File: config.mk
export PLATFORM = sky130hd
export DESIGN_NAME = line_buf_sequencer
export DESIGN_NICKNAME = d
export VERILOG_FILES = /design/src/rtl/line_buf_sequencer.sv
export SDC_FILE = /design/constraint.sdc
export NUM_CORES = 1
export LEC_CHECK = 0
export BUFFER_PORTS_ARGS = -buffer_cell sky130_fd_sc_hd__buf_2
export CAP_MARGIN = 10
export CORE_MARGIN = 2
export CORE_UTILIZATION = 54
export CTS_BUF_LIST = sky130_fd_sc_hd__clkbuf_4
export DETAILED_ROUTE_END_ITERATION = 10
export GPL_TIMING_DRIVEN = 0
export PLACE_DENSITY = 0.81
export SLEW_MARGIN = 10
export SYNTH_ARGS = -nofsm -noshare
export SYNTH_HDL_FRONTEND = slang
export SYNTH_SLANG_ARGS = --single-unit
File: constraint.sdc
create_clock -name clk -period 3.4 [get_ports clk]
set_clock_uncertainty 0.15 [all_clocks]
set_input_delay 0.34 -clock clk [delete_from_list [all_inputs] [get_ports clk]]
set_output_delay 0.34 -clock clk [all_outputs]
set_load 0.005 [all_outputs]
File: src/rtl/line_buf_sequencer.sv
// Pixel/line sequencer for the row-RAM window datapath; optional LB_SEQ_STATS_EN adds a frame counter.
// Latency: RAM controls same cycle as the pixel; win_valid/frame_done one cycle later.
// Backpressure: none, every qualified pixel is consumed; IDLE drops pixels until sof.
module line_buf_sequencer #(
    parameter int WIDTH  = 640,
    parameter int HEIGHT = 480,
    parameter int AW     = 10,
    parameter int KSIZE  = 3
) (
    input  logic             clk,
    input  logic             rst,
    input  logic             pix_valid,
    input  logic             sof,
    input  logic             eol,
    output logic [KSIZE-2:0] row_wr_en,
    output logic [AW-1:0]    wr_adr,
    output logic [AW-1:0]    rd_adr,
    output logic             win_valid,
    output logic             frame_done,
    output logic             line_err,
    output logic [1:0]       state,
    output logic [15:0]      frame_cnt
);

    localparam int CW = (WIDTH  > 1) ? $clog2(WIDTH)  : 1;
    localparam int RW = (HEIGHT > 1) ? $clog2(HEIGHT) : 1;

    localparam logic [CW-1:0] COL_LAST = CW'(WIDTH - 1);
    localparam logic [CW-1:0] WIN_COL  = CW'(KSIZE - 1);
    localparam logic [RW-1:0] ROW_LAST = RW'(HEIGHT - 1);
    localparam logic [RW-1:0] ROW_FILL = RW'(KSIZE - 2);

    typedef enum logic [1:0] {
        S_IDLE = 2'd0,
        S_FILL = 2'd1,
        S_RUN  = 2'd2
    } state_e;

    state_e        state_q, state_d;
    logic [CW-1:0] col_q, col_d;
    logic [RW-1:0] row_q, row_d;
    logic          line_err_q, line_err_d;
    logic          win_valid_q, win_valid_d;
    logic          frame_done_q, frame_done_d;

    logic accept;
    logic resync;
    logic col_last;
    logic line_end;
    logic line_bad;
    logic last_row;
    logic fill_done;

    // Nothing is accepted while reset is held, so RAM controls stay quiet during reset.
    always_comb begin
        accept    = pix_valid & ~rst & ((state_q != S_IDLE) | sof);
        resync    = accept & sof;
        col_last  = (col_q == COL_LAST);
        line_end  = accept & ~sof & (eol | col_last);
        line_bad  = line_end & (eol ^ col_last);
        last_row  = (row_q == ROW_LAST);
        fill_done = (row_q == ROW_FILL);
    end

    // FSM state register
    always_ff @(posedge clk or posedge rst) begin
        if (rst) begin
            state_q <= S_IDLE;
        end else begin
            state_q <= state_d;
        end
    end

    // FSM next state
    always_comb begin
        state_d = state_q;
        if (resync) begin
            state_d = S_FILL;
        end else if (line_end) begin
            case (state_q)
                S_FILL:  if (fill_done) state_d = S_RUN;
                S_RUN:   if (last_row)  state_d = S_IDLE;
                default: state_d = state_q;
            endcase
        end
    end

    // FSM outputs: RAM controls for the current pixel and next-cycle flags
    always_comb begin
        row_wr_en    = {(KSIZE-1){accept}};
        wr_adr       = AW'(col_q);
        rd_adr       = col_last ? '0 : AW'(col_q + CW'(1));
        win_valid_d  = accept & (state_q == S_RUN) & (col_q >= WIN_COL);
        frame_done_d = line_end & (state_q == S_RUN) & last_row;
    end

    // Early eol and overflow both close the line; only the error flag distinguishes them.
    always_comb begin
        col_d      = col_q;
        row_d      = row_q;
        line_err_d = line_err_q;
        if (resync) begin
            col_d      = CW'(1);
            row_d      = '0;
            line_err_d = 1'b0;
        end else if (line_end) begin
            col_d      = '0;
            row_d      = frame_done_d ? '0 : row_q + RW'(1);
            line_err_d = line_err_q | line_bad;
        end else if (accept) begin
            col_d = col_q + CW'(1);
        end
    end

    always_ff @(posedge clk or posedge rst) begin
        if (rst) begin
            col_q        <= '0;
            row_q        <= '0;
            line_err_q   <= 1'b0;
            win_valid_q  <= 1'b0;
            frame_done_q <= 1'b0;
        end else begin
            col_q        <= col_d;
            row_q        <= row_d;
            line_err_q   <= line_err_d;
            win_valid_q  <= win_valid_d;
            frame_done_q <= frame_done_d;
        end
    end

`ifdef LB_SEQ_STATS_EN
    logic [15:0] frame_cnt_q;

    always_ff @(posedge clk or posedge rst) begin
        if (rst) begin
            frame_cnt_q <= '0;
        end else if (frame_done_d) begin
            frame_cnt_q <= frame_cnt_q + 16'd1;
        end
    end

    assign frame_cnt = frame_cnt_q;
`else
    assign frame_cnt = '0;
`endif

    assign win_valid  = win_valid_q;
    assign frame_done = frame_done_q;
    assign line_err   = line_err_q;
    assign state      = state_q;

endmodule

==> After elaboration in Yosys (flattened, before gate mapping) <==
Cells that the tools add are included.
{ "op_classes": {"n_addsub": 2, "n_mul": 0, "div": 0, "magnitude_cmp": 1, "n_eq_ne": 7, "n_shift": 0, "mux": 14, "n_bitwise": 16, "n_reduce_logical": 5} }
{ "ops": {"columns": ["op", "count"], "rows": [
  ["$mux 10", 4],
  ["$mux 9", 3],
  ["$add 10x1->10 const B", 1],
  ["$and 1x1->1", 10],
  ["$eq 10x10->1 const B", 1],
  ["$ge 10x2->1 const B", 1],
  ["$add 9x1->9 const B", 1],
  ["$eq 9x1->1 const B", 1],
  ["$eq 9x9->1 const B", 1],
  ["$mux 2", 4],
  ["$ne 3x3->1 const B", 2],
  ["$reduce_bool 3->1", 2],
  ["$pmux 2 s2", 1],
  ["$reduce_and 4->1", 1],
  ["$reduce_bool 2->1", 2],
  ["$or 1x1->1", 3],
  ["$eq 2x1->1 const B", 1],
  ["$eq 2x2->1 const B", 1],
  ["$mux 1", 2],
  ["$not 1->1", 2],
  ["$xor 1x1->1", 1]
]} }
{ "word_totals": {"ff_bits": 24, "latchBits": 0, "mem_bits_rw": 0, "rom_bits": 0, "inputBits": 5, "out_inout_bits": 43, "memories": 0} }

==> Longest topological paths before layout <==
Gate-level depths: netlist of run 1.
{ "logic_depth": {"ltp_word": 10, "depth_mapped": 12} }

==> Worst setup path before layout of run 1 <==
Ideal clock, no wire load.
{ "synth_path": {"kind": "register -> register", "start": "register col_q[1], in the netlist wr_adr[1]", "end": "register state_q[0], in the netlist state[0]", "setup_time_ps": 118, "t_arrival_ps": 2257, "required_ps": 3132, "path_slack_ps": 875, "path_stages_with_launch": 13, "path_buffers": 2, "synth_period_minus_slack_ps": 2525, "path_cell_list": "dfrtp_1 ha_1 nand2_1 nor2_1 and3_1 clkbuf_1 inv_1 ha_1 nand2b_1 and3_4 buf_6 nand4_1 a21o_1"} }
{ "synth_between": {"elab_chain_cells": 5} }
{ "synth_rtl": {"columns": ["item", "line", "source"], "rows": [
  ["start, declared", "40", "logic [CW-1:0] col_q, col_d;"],
  ["start signal, assigned", "123", "col_q <= col_d;"],
  ["$eq 10x10->1", "58", "col_last = (col_q == COL_LAST);"],
  ["$or 1x1->1", "59", "line_end = accept & ~sof & (eol | col_last);"],
  ["$and 1x1->1", "59", null],
  ["$reduce_bool 2->1 (no line)", null, null],
  ["$reduce_and 4->1 (no line)", null, null],
  ["end signal, assigned", "70", "state_q <= state_d;"],
  ["end, declared", "39", "state_e state_q, state_d;"]
]} }
No other way between the ends.
A chain may end at the register's enable or synchronous reset.

==> Final worst setup path of run 1 <==
{ "layout_path": {"start": "register col_q[0], in the netlist wr_adr[0]", "end": "register row_q[5]"} }
{ "layout_between": {"elab_chain_cells": 8, "elab_cells_between_ends": 9, "classes_between": "eq/ne: 1; mux: 3; bitwise: 4; reduce/logical: 1"} }
{ "layout_rtl": {"columns": ["item", "line", "source"], "rows": [
  ["$eq 10x10->1 (*)", "58", null],
  ["$or 1x1->1 (*)", "59", null],
  ["$and 1x1->1 (*)", "59", null],
  ["$and 1x1->1 (2 in series)", "94", "frame_done_d = line_end & (state_q == S_RUN) & last_row;"],
  ["$mux 9", "108", "row_d = frame_done_d ? '0 : row_q + RW'(1);"],
  ["$mux 9", "106", "end else if (line_end) begin"],
  ["$mux 9", "102", "if (resync) begin"],
  ["end signal, assigned", "124", "row_q <= row_d;"],
  ["end, declared", "41", "logic [RW-1:0] row_q, row_d;"]
]} }
Mark *: on every way between the ends. The rest lies on a longest branch, timed or not. The select of a mux whose other input is x is not followed.

==> results.txt, run 1 <==
Multiplexer share of the synthesized area: 0.5852%
Worst Path Required: 3.48 ns
Setup slack at placement: 0.4391 ns
Die footprint: 3634 um^2
Count of flip-flops with a built-in enable after synthesis: 0
Register area share after synthesis: 35.11%
Yosys warns: 0
Adder-Cell Fraction of Synth Area: 3.658%
H-tree levels: 1
Placed Cells: 285
First-pass GRT wire length: 5747 um
Final net count: 256
DP HPWL: 2643 um
Skew-Pair Late Insertion Delay: 0.32 ns
Cell taking the most area after synthesis: dfrtp_1
FP Rows: 20
Post-synth top area share: 35.11%
Max frequency: 336.5 MHz
Rel. slew slack: 37.76%
Die Ht: 60.28 um
RR Endpoint: row_q[5]
Via count: 1522
Setup CP Type: flip-flop to flip-flop
Top_reg_cell synth: dfrtp_1
Crit path capture type: flip-flop
Postcts setup bufs: 0
Multi-input gate area: 942.2 um^2
Tcrit/Tclk final: 87.41%
# DRC: 0
GPL Wtd Cong: 0.8338
Synth top cells by count: dfrtp_1 (24), buf_4 (19), nor2_1 (17), nand2_1 (15), o21ai_0 (9)
FF+latch area: 600.6 um^2
Max Transition Viols Final: 0
Ports: 48
WHS: 0.09485 ns
Final WL: 3520 um
TritonRoute pass-1 iters: 4
ANT cells: 0
Pleak: 0.9534 nW
Fillers: 271
Synth Instances: 195
Yosys reg bits: 24
Chip width: 60.28 um
Post-route minimum period: 2.972 ns
Clk buf depth: 2
Reg2Reg Launch Point: wr_adr[0]
WL/cell: 12.18 um
Post-CTS Resized: 0
Worst hold path class: primary input to asynchronous set/reset pin
Worst-margin pin slew: 0.9326 ns
Critical Path AT: 3.05 ns
Clock tree sinks: 24
Largest cells by area after synthesis: dfrtp_1 (35%), buf_4 (8.3%), nor2_1 (3.7%), ha_1 (3.7%), a22o_1 (3.6%)
CP Max Fanout: 6
Vias in the first global route: 1272
Antenna violations before repair: 0
CTS Buf Count: 3
Clock slew at reported path FFs: 0.14 ns
Status: finished, final reports clean
DR vias/cell: 5.266
Final Setup Violations: 0
Synth Area in XOR/XNOR: 3.584%
Area grow syn2layout: 17.12%
# hold bufs at CTS: 0
Startpoint types: flip-flop
Final WS setup: 0.4281 ns
Largest family of logic cells by synthesized area: simple AND/OR/NAND/NOR gates
Cell area after synthesis: 1710 um^2
Avg Cell Area, Syn: 8.771 um^2
Final hold viol count: 0
RSZ-0062 raised after global routing: no
Unique cell type count in the Yosys netlist: 53
Most frequent cell after synthesis: dfrtp_1
Total Neg Setup Slack: 0 ns
Core Region: 3028 um^2
Largest net degree at the start of global routing: 25
Final core utilization: 66.16%
VDD IR-drop max: 0.1763 mV
Reg2Reg Depth: 10
Complex-gate fraction of the synthesized area: 18.43%
R2R Setup Slk: 0.43 ns
Layout cells sized above 1: 27.76%
Clk root buf: clkbuf_4
Async S/R FF share, synth: 100.0%
Number of max-cap violations: 0
Initial Utilization: 56.49%
CTS tree: done
Gr ovfl total: 0
Initial DRC Count: 48
# port buffers: 31
Setup crit end: row_q[5]
Simple-Gate Fraction of Synth Area: 25.31%
Cell Pwr Density: 296.7 nW/um^2
Final std cells w/o fill: 289
Antenna-violating nets left: 0
Worst Setup SP: wr_adr[0]
GRT Overall Usage: 20.73%
## how the worst min path moves through the flow
stage / start / to / slack (ns) / cells past startpoint
final: rst / wr_adr[0] / 0.09 / 2
after global routing: rst / wr_adr[0] / 0.18 / 2
after CTS: rst / wr_adr[0] / 0.15 / 2
after detailed placement: line_err / line_err / 0.34 / 2
after global placement: line_err / line_err / 0.33 / 2
after floorplan: rst / frame_done / 0.20 / 1
## logic make-up after synthesis
family | after synthesis
AO/OA/AOI/OAI | 44
XOR/XNOR | 7
adder cells (fa/ha/maj) | 5
buffers and inverters | 36
flip-flops | 24
multiplexers | 1
other | 1
AND/OR/NAND/NOR | 77
## power by group
part	internal [mW]	switching, mW
combinational	0.0676	0.0723
clock	0.0429	0.0882
sequential	0.302	0.0218
## per-layer routing
metal,share of wire (%),vias up,GRT usage (%)
met5,0,-,0
met2,50,48,37.58
met3,5.2,9,3.030
li1,-,762,-
met4,1.3,0,5.397
met1,43,703,25.41
## state kept, by name (all words and copies together) (netlist names)
| name | count |
|---|---|
| line_err | 1 |
| wr_adr | 10 |
| frame_done | 1 |
| state | 2 |
| row_q | 9 |
| win_valid | 1 |
## worst max-delay path: stages (launching register included)
cell      delay (ns)
dfrtp_1         0.46
ha_1            0.29
nand2_1         0.16
nor2_1          0.17
and3_1          0.17
clkbuf_1        0.26
inv_1           0.08
ha_1            0.24
nor4b_2         0.42
o21ai_2         0.20
o31ai_1         0.26
## final cells by class
class / instances / area share, %
multi-input combinational: 150 / 47.03
sequential: 24 / 29.98
buffer: 28 / 9.681
timing repair buffer: 31 / 7.745
tap: 44 / 2.748
inverter: 8 / 1.499
clock buffer: 3 / 1.124
clock inverter: 1 / 0.1874
## placed cells by master, fill, tap and decap left out, drive strengths merged, types with 3 or more instances in the layout
master,n
ha,5
nor2,17
inv,8
xnor2,4
nand4,3
o31ai,5
conb,16
xor2,3
dfrtp,24
clkbuf,8
a21oi,5
nor4b,4
nor4,5
o21ai,14
nand2b,4
nand3,9
nor3,6
nand2,16
buf,54
or3,4
a22o,7
## per-stage QoR
stage          total power, mW  area, um^2
6_report                0.5944        2003
3_3_place_gp            0.4677        1977
2_1_floorplan           0.4189        1767
5_1_grt                 0.6349        2003
3_5_place_dp            0.4705        1977
4_1_cts                 0.5980        2003
Note: power is estimated with default switching activity, not from simulation.
==> inputs of run 2 (changes only) <==
Settings changed: BUFFER_PORTS_ARGS -buffer_cell sky130_fd_sc_hd__buf_2 to unset, CORE_UTILIZATION 54 to 45, DONT_BUFFER_PORTS set to 1, PLACE_DENSITY 0.81 to 0.59.
==> run 2 against run 1 <==
  * Count of clock-buffer cells in the layout unchanged
  * Final cell count down 9.0%
  * First-iteration DRC count increased to 2.6 times the previous value
  * Setup slack worse by 0.073 ns
  * Combinational power decreased by 19%
  * Final area shrank 6.6%
  * Maximum frequency down 2.4%
  * Die area grew 19%
  * Flip-flop and latch count stayed put
  * Wire length increased by 9.8%
  * Global-route usage down 1.3 points
==> results.txt, run 2 (synthesis gave the netlist of run 1 again) <==
Min-Delay Endpoint: row_q[8]
Postcts setup bufs: 0
Layout cells sized above 1: 17.21%
Clock slew at reported path FFs: 0.14 ns
GPL Wtd Cong: 0.9191
Final hold viol count: 0
Die footprint: 4310 um^2
RSZ-0062 raised after global routing: no
Status: finished, final reports clean
Tcrit/Tclk final: 89.55%
Most common cell after layout, fill and taps aside: dfrtp_1
Max frequency: 328.4 MHz
Worst-margin pin slew: 0.9456 ns
ANT cells: 0
Worst Path Required: 3.48 ns
CTS tree: done
VDD IR-drop max: 0.2203 mV
Worst hold path class: primary input to flip-flop
WHS: 0.04721 ns
Largest register FFs: 10
Total Neg Setup Slack: 0 ns
CTS Buf Count: 3
Reg2Reg Depth: 12
Antenna violations before repair: 0
Clock tree sinks: 24
Clk buf depth: 2
Placed Cells: 258
Via count: 1433
Final Setup Violations: 0
HP Start: rst
Pleak: 0.8142 nW
Chip width: 65.65 um
Initial Utilization: 46.72%
GRT Overall Usage: 19.47%
Antenna-violating nets left: 0
TritonRoute pass-1 iters: 4
Cell Pwr Density: 307.7 nW/um^2
RR Endpoint: state[0]
Depth of the worst hold-timing path: 3
DR vias/cell: 5.449
Critical Path AT: 3.13 ns
Gr ovfl total: 0
# DRC: 0
Core Region: 3661 um^2
Area grow syn2layout: 9.437%
Skew-Pair Late Insertion Delay: 0.32 ns
Crit path capture type: flip-flop
Largest net degree at the start of global routing: 25
DP HPWL: 2833 um
Final net count: 226
R2R Setup Slk: 0.36 ns
# port buffers: 0
Most frequent cells in the layout: dfrtp_1 (24), buf_4 (19), nor2_1 (17)
Startpoint types: flip-flop
Ports: 48
First-pass GRT wire length: 6451 um
Reg2Reg Launch Point: wr_adr[1]
FP Rows: 22
Number of max-cap violations: 0
Setup CP Type: flip-flop to flip-flop
Post-route minimum period: 3.045 ns
Max Transition Viols Final: 0
Initial DRC Count: 127
Vias in the first global route: 1384
Rel. slew slack: 36.89%
Clk root buf: clkbuf_4
WL/cell: 14.69 um
Final WL: 3864 um
CP Max Fanout: 9
H-tree levels: 1
Final std cells w/o fill: 263
Die Ht: 65.65 um
==> run 2: cell types whose count changed in the layout (fill, tap and decap cells not counted), sizes merged <==
cell / before / now
buf: 54 / 23
dlygate4sd3: 0 / 1
==> run 2: worst max path at each step <==
stage	startpoint	endpoint	slack [ns]
after floorplan	wr_adr[1]	state[0]	0.88
after global placement	wr_adr[1]	row_q[5]	0.39
after CTS	wr_adr[1]	row_q[5]	0.28
final	wr_adr[1]	state[0]	0.36
after global routing	wr_adr[1]	state[0]	0.07
after detailed placement	wr_adr[1]	row_q[5]	0.34
==> run 2: repair_timing <==
| item | 4_1_cts | 5_1_grt |
|---|---|---|
| endpoints found under the setup margin | 0 | 2 |
| hold buffers | 1 | 0 |
| endpoints found under the hold margin | 24 | 0 |
| gates resized for setup | 0 | 1 |
==> run 2: final cells by class <==
cell class              instances  area (um^2)
plain buffers                  28        193.9
repair buffers                  1        10.01
fillers                       357         1789
clock buffers                   3        22.52
clock inverters                 1        3.754
multi-input cells             150        950.9
flip-flops and latches         24        600.6
well taps                      48        60.06
inverters                       8        30.03
==> run 2: metrics by stage <==
| step | instance area (um^2) | power [mW] | setup slack [ns] | utilization, % |
|---|---|---|---|---|
| finish | 1872 | 0.5760 | 0.3553 | 51.13 |
| global placement | 1827 | 0.4428 | 0.3908 | 49.90 |
| detailed placement | 1827 | 0.4450 | 0.3445 | 49.90 |
| global route | 1872 | 0.6136 | 0.06669 | 51.13 |
| CTS | 1863 | 0.5805 | 0.2791 | 50.89 |
| floorplan | 1767 | 0.4189 | 0.8752 | - |
==> run 2: report_power, final <==
part / internal (mW) / leakage (nW) / switching [mW]
combinational: 0.0497 / 0.489 / 0.0637
clock: 0.0431 / 0.0154 / 0.0917
sequential: 0.302 / 0.309 / 0.0263
==> run 2: routing by layer <==
layer	GRT usage, %	vias up	routed length (um)
li1	-	704	-
met1	22.73	687	1650
met2	33.96	33	1979
met3	3.938	9	156
met4	8.854	0	78
met5	0	-	0
==> run 2: worst max-delay path: stages (launching register included) <==
cell and delay, ns:
dfrtp_1 0.49, ha_1 0.31, nand2_1 0.17, nor2_1 0.17, and3_1 0.17, clkbuf_1 0.27, inv_1 0.08, ha_1 0.25
nand2b_1 0.17, and3_4 0.20, buf_6 0.14, nand4_1 0.16, a21o_1 0.22
==> inputs of run 3 (changes only) <==
Settings changed: CORE_UTILIZATION 45 to 59, PLACE_DENSITY 0.59 to 0.77.
Clock period 3.4 ns to 2.8 ns, I/O delays scaled along.
==> run 3 against run 2 <==
  * The run now ends with negative hold slack left
  * Final area up 0.40%
  * Non-clock buffer count unchanged
  * Wire length down 4.8%
  * First-iteration DRC count down 66%
  * Sequential power up 23%
  * Maximum frequency up 15%
  * Core utilization up 17 points
  * Largest cell class unchanged
  * Largest power group unchanged
==> results.txt, run 3 (synthesis gave the netlist of run 1 again) <==
Fillers: 229
Ports: 48
ANT cells: 0
Most common cell after layout, fill and taps aside: dfrtp_1
Tcrit/Tclk final: 94.59%
TritonRoute pass-1 iters: 4
Total Neg Setup Slack: 0 ns
FP Rows: 19
CP Max Fanout: 9
Rel. slew slack: 38.90%
Final net count: 226
H-tree levels: 1
Logic pwr share: 20.6%
Chip width: 57.84 um
Final hold viol count: 1
Largest net degree at the start of global routing: 25
Area grow syn2layout: 9.876%
Switch share: 31.42%
Design area: 1879 um^2
# port buffers: 0
WL/cell: 14.95 um
Status: finished with violations
Cell Pwr Density: 376.8 nW/um^2
Pleak: 0.8120 nW
Worst Path Required: 2.88 ns
Largest register FFs: 10
Depth of the worst hold-timing path: 2
Die Ht: 57.84 um
Final Setup Violations: 0
DP HPWL: 2735 um
VDD IR-drop max: 0.4093 mV
Sequential power share: 56.9%
Post-placement cell area: 1805 um^2
Final WS setup: 0.1516 ns
Initial Utilization: 62.02%
Worst-margin pin slew: 0.9155 ns
CTS tree: done
Final core utilization: 68.15%
Number of max-cap violations: 0
Initial DRC Count: 43
Crit path capture type: flip-flop
Violated checks: negative hold slack
Setup CP Type: flip-flop to flip-flop
# DRC: 0
First-pass GRT wire length: 6023 um
Critical Path AT: 2.73 ns
GRT Overall Usage: 22.97%
Final WL: 3677 um
WHS: -0.008432 ns
Int Pwr: 485.7 uW
Most frequent cells in the layout: dfrtp_1 (22), buf_4 (19), nor2_1 (16), conb_1 (16), nand2_1 (15)
Max frequency: 377.6 MHz
Max Transition Viols Final: 0
Core Region: 2758 um^2
Clock power share: 22.5%
Setup slack at placement: -0.1453 ns
Reg2Reg Depth: 11
Gr ovfl total: 0
Post-route minimum period: 2.648 ns
Startpoint types: flip-flop
Skew-Pair Late Insertion Delay: 0.31 ns
Clk buf depth: 2
Postcts setup bufs: 0
DR vias/cell: 5.846
Layout cells sized above 1: 19.53%
Clock slew at reported path FFs: 0.14 ns
Worst hold path class: primary input to flip-flop
Antenna-violating nets left: 0
Clock tree sinks: 24
Clk root buf: clkbuf_4
CTS Buf Count: 3
Via count: 1438
P_sw: 222.5 uW
GPL Wtd Cong: 0.8952
Die footprint: 3345 um^2
Antenna violations before repair: 0
Vias in the first global route: 1376
==> run 3: changes by cell type in the layout (fill, tap and decap cells not counted), sizes merged <==
cell,before,now
clkbuf,8,7
dlygate4sd3,1,2
==> run 3: worst max-delay path: stages, from the launching register on <==
cell and delay [ns]:
dfrtp_1 0.39, buf_2 0.20, nand4_1 0.23, nor2_2 0.18, and3_4 0.24, inv_1 0.05
ha_1 0.24, nand2b_1 0.17, and3_4 0.20, buf_6 0.15, nand4_1 0.14, a21o_1 0.21
==> run 3: power groups by stage <==
stage | Sequential, mW | Combinational (mW) | Clock, mW
after floorplan | 0.396 | 0.113 | 0
after global placement | 0.403 | 0.132 | 0
after detailed placement | 0.403 | 0.134 | 0
after CTS | 0.397 | 0.140 | 0.163
after global routing | 0.408 | 0.162 | 0.177
final | 0.403 | 0.146 | 0.159
==> run 3: cell type report <==
cell class	count	area [um^2]	area share, %
Sequential cell	24	603.1	32.09
Buffer	27	190.2	10.12
Timing Repair Buffer	2	20.02	1.065
Multi-Input combinational cell	150	970.9	51.66
Clock inverter	1	3.754	0.1997
Clock buffer	3	22.52	1.198
Tap cell	31	38.79	2.064
Inverter	8	30.03	1.598
==> run 3: timing repair <==
item / 4_1_cts / 5_1_grt
hold buffers: 2 / 0
setup endpoints to repair: 13 / 15
gates resized for setup: 2 / 6
hold endpoints to repair: 26 / 0
==> run 3: layer usage <==
metal	vias to the layer above	track usage [%]	part of all wire (%)
met5	-	0	0
met4	0	12.62	2.7
met3	13	4.464	4.6
met2	48	39.12	49
met1	674	27.10	43
li1	703	-	-
==> run 3: final timing paths <==
kind | startpoint | end | slack [ns]
max in group asynchronous | rst | wr_adr[1] | 1.36
min reg2reg | line_err | line_err | 0.40
min in group asynchronous | rst | frame_done | 0.52
max | wr_adr[3] | state[0] | 0.15
max reg2reg | wr_adr[3] | state[0] | 0.15
min | sof | wr_adr[0] | -0.008
==> run 3: through the flow <==
step / total power [mW] / instances
2_1_floorplan: 0.5086 / 210
3_3_place_gp: 0.5352 / 241
3_5_place_dp: 0.5375 / 241
4_1_cts: 0.6997 / 246
5_1_grt: 0.7473 / 246
6_report: 0.7082 / 246
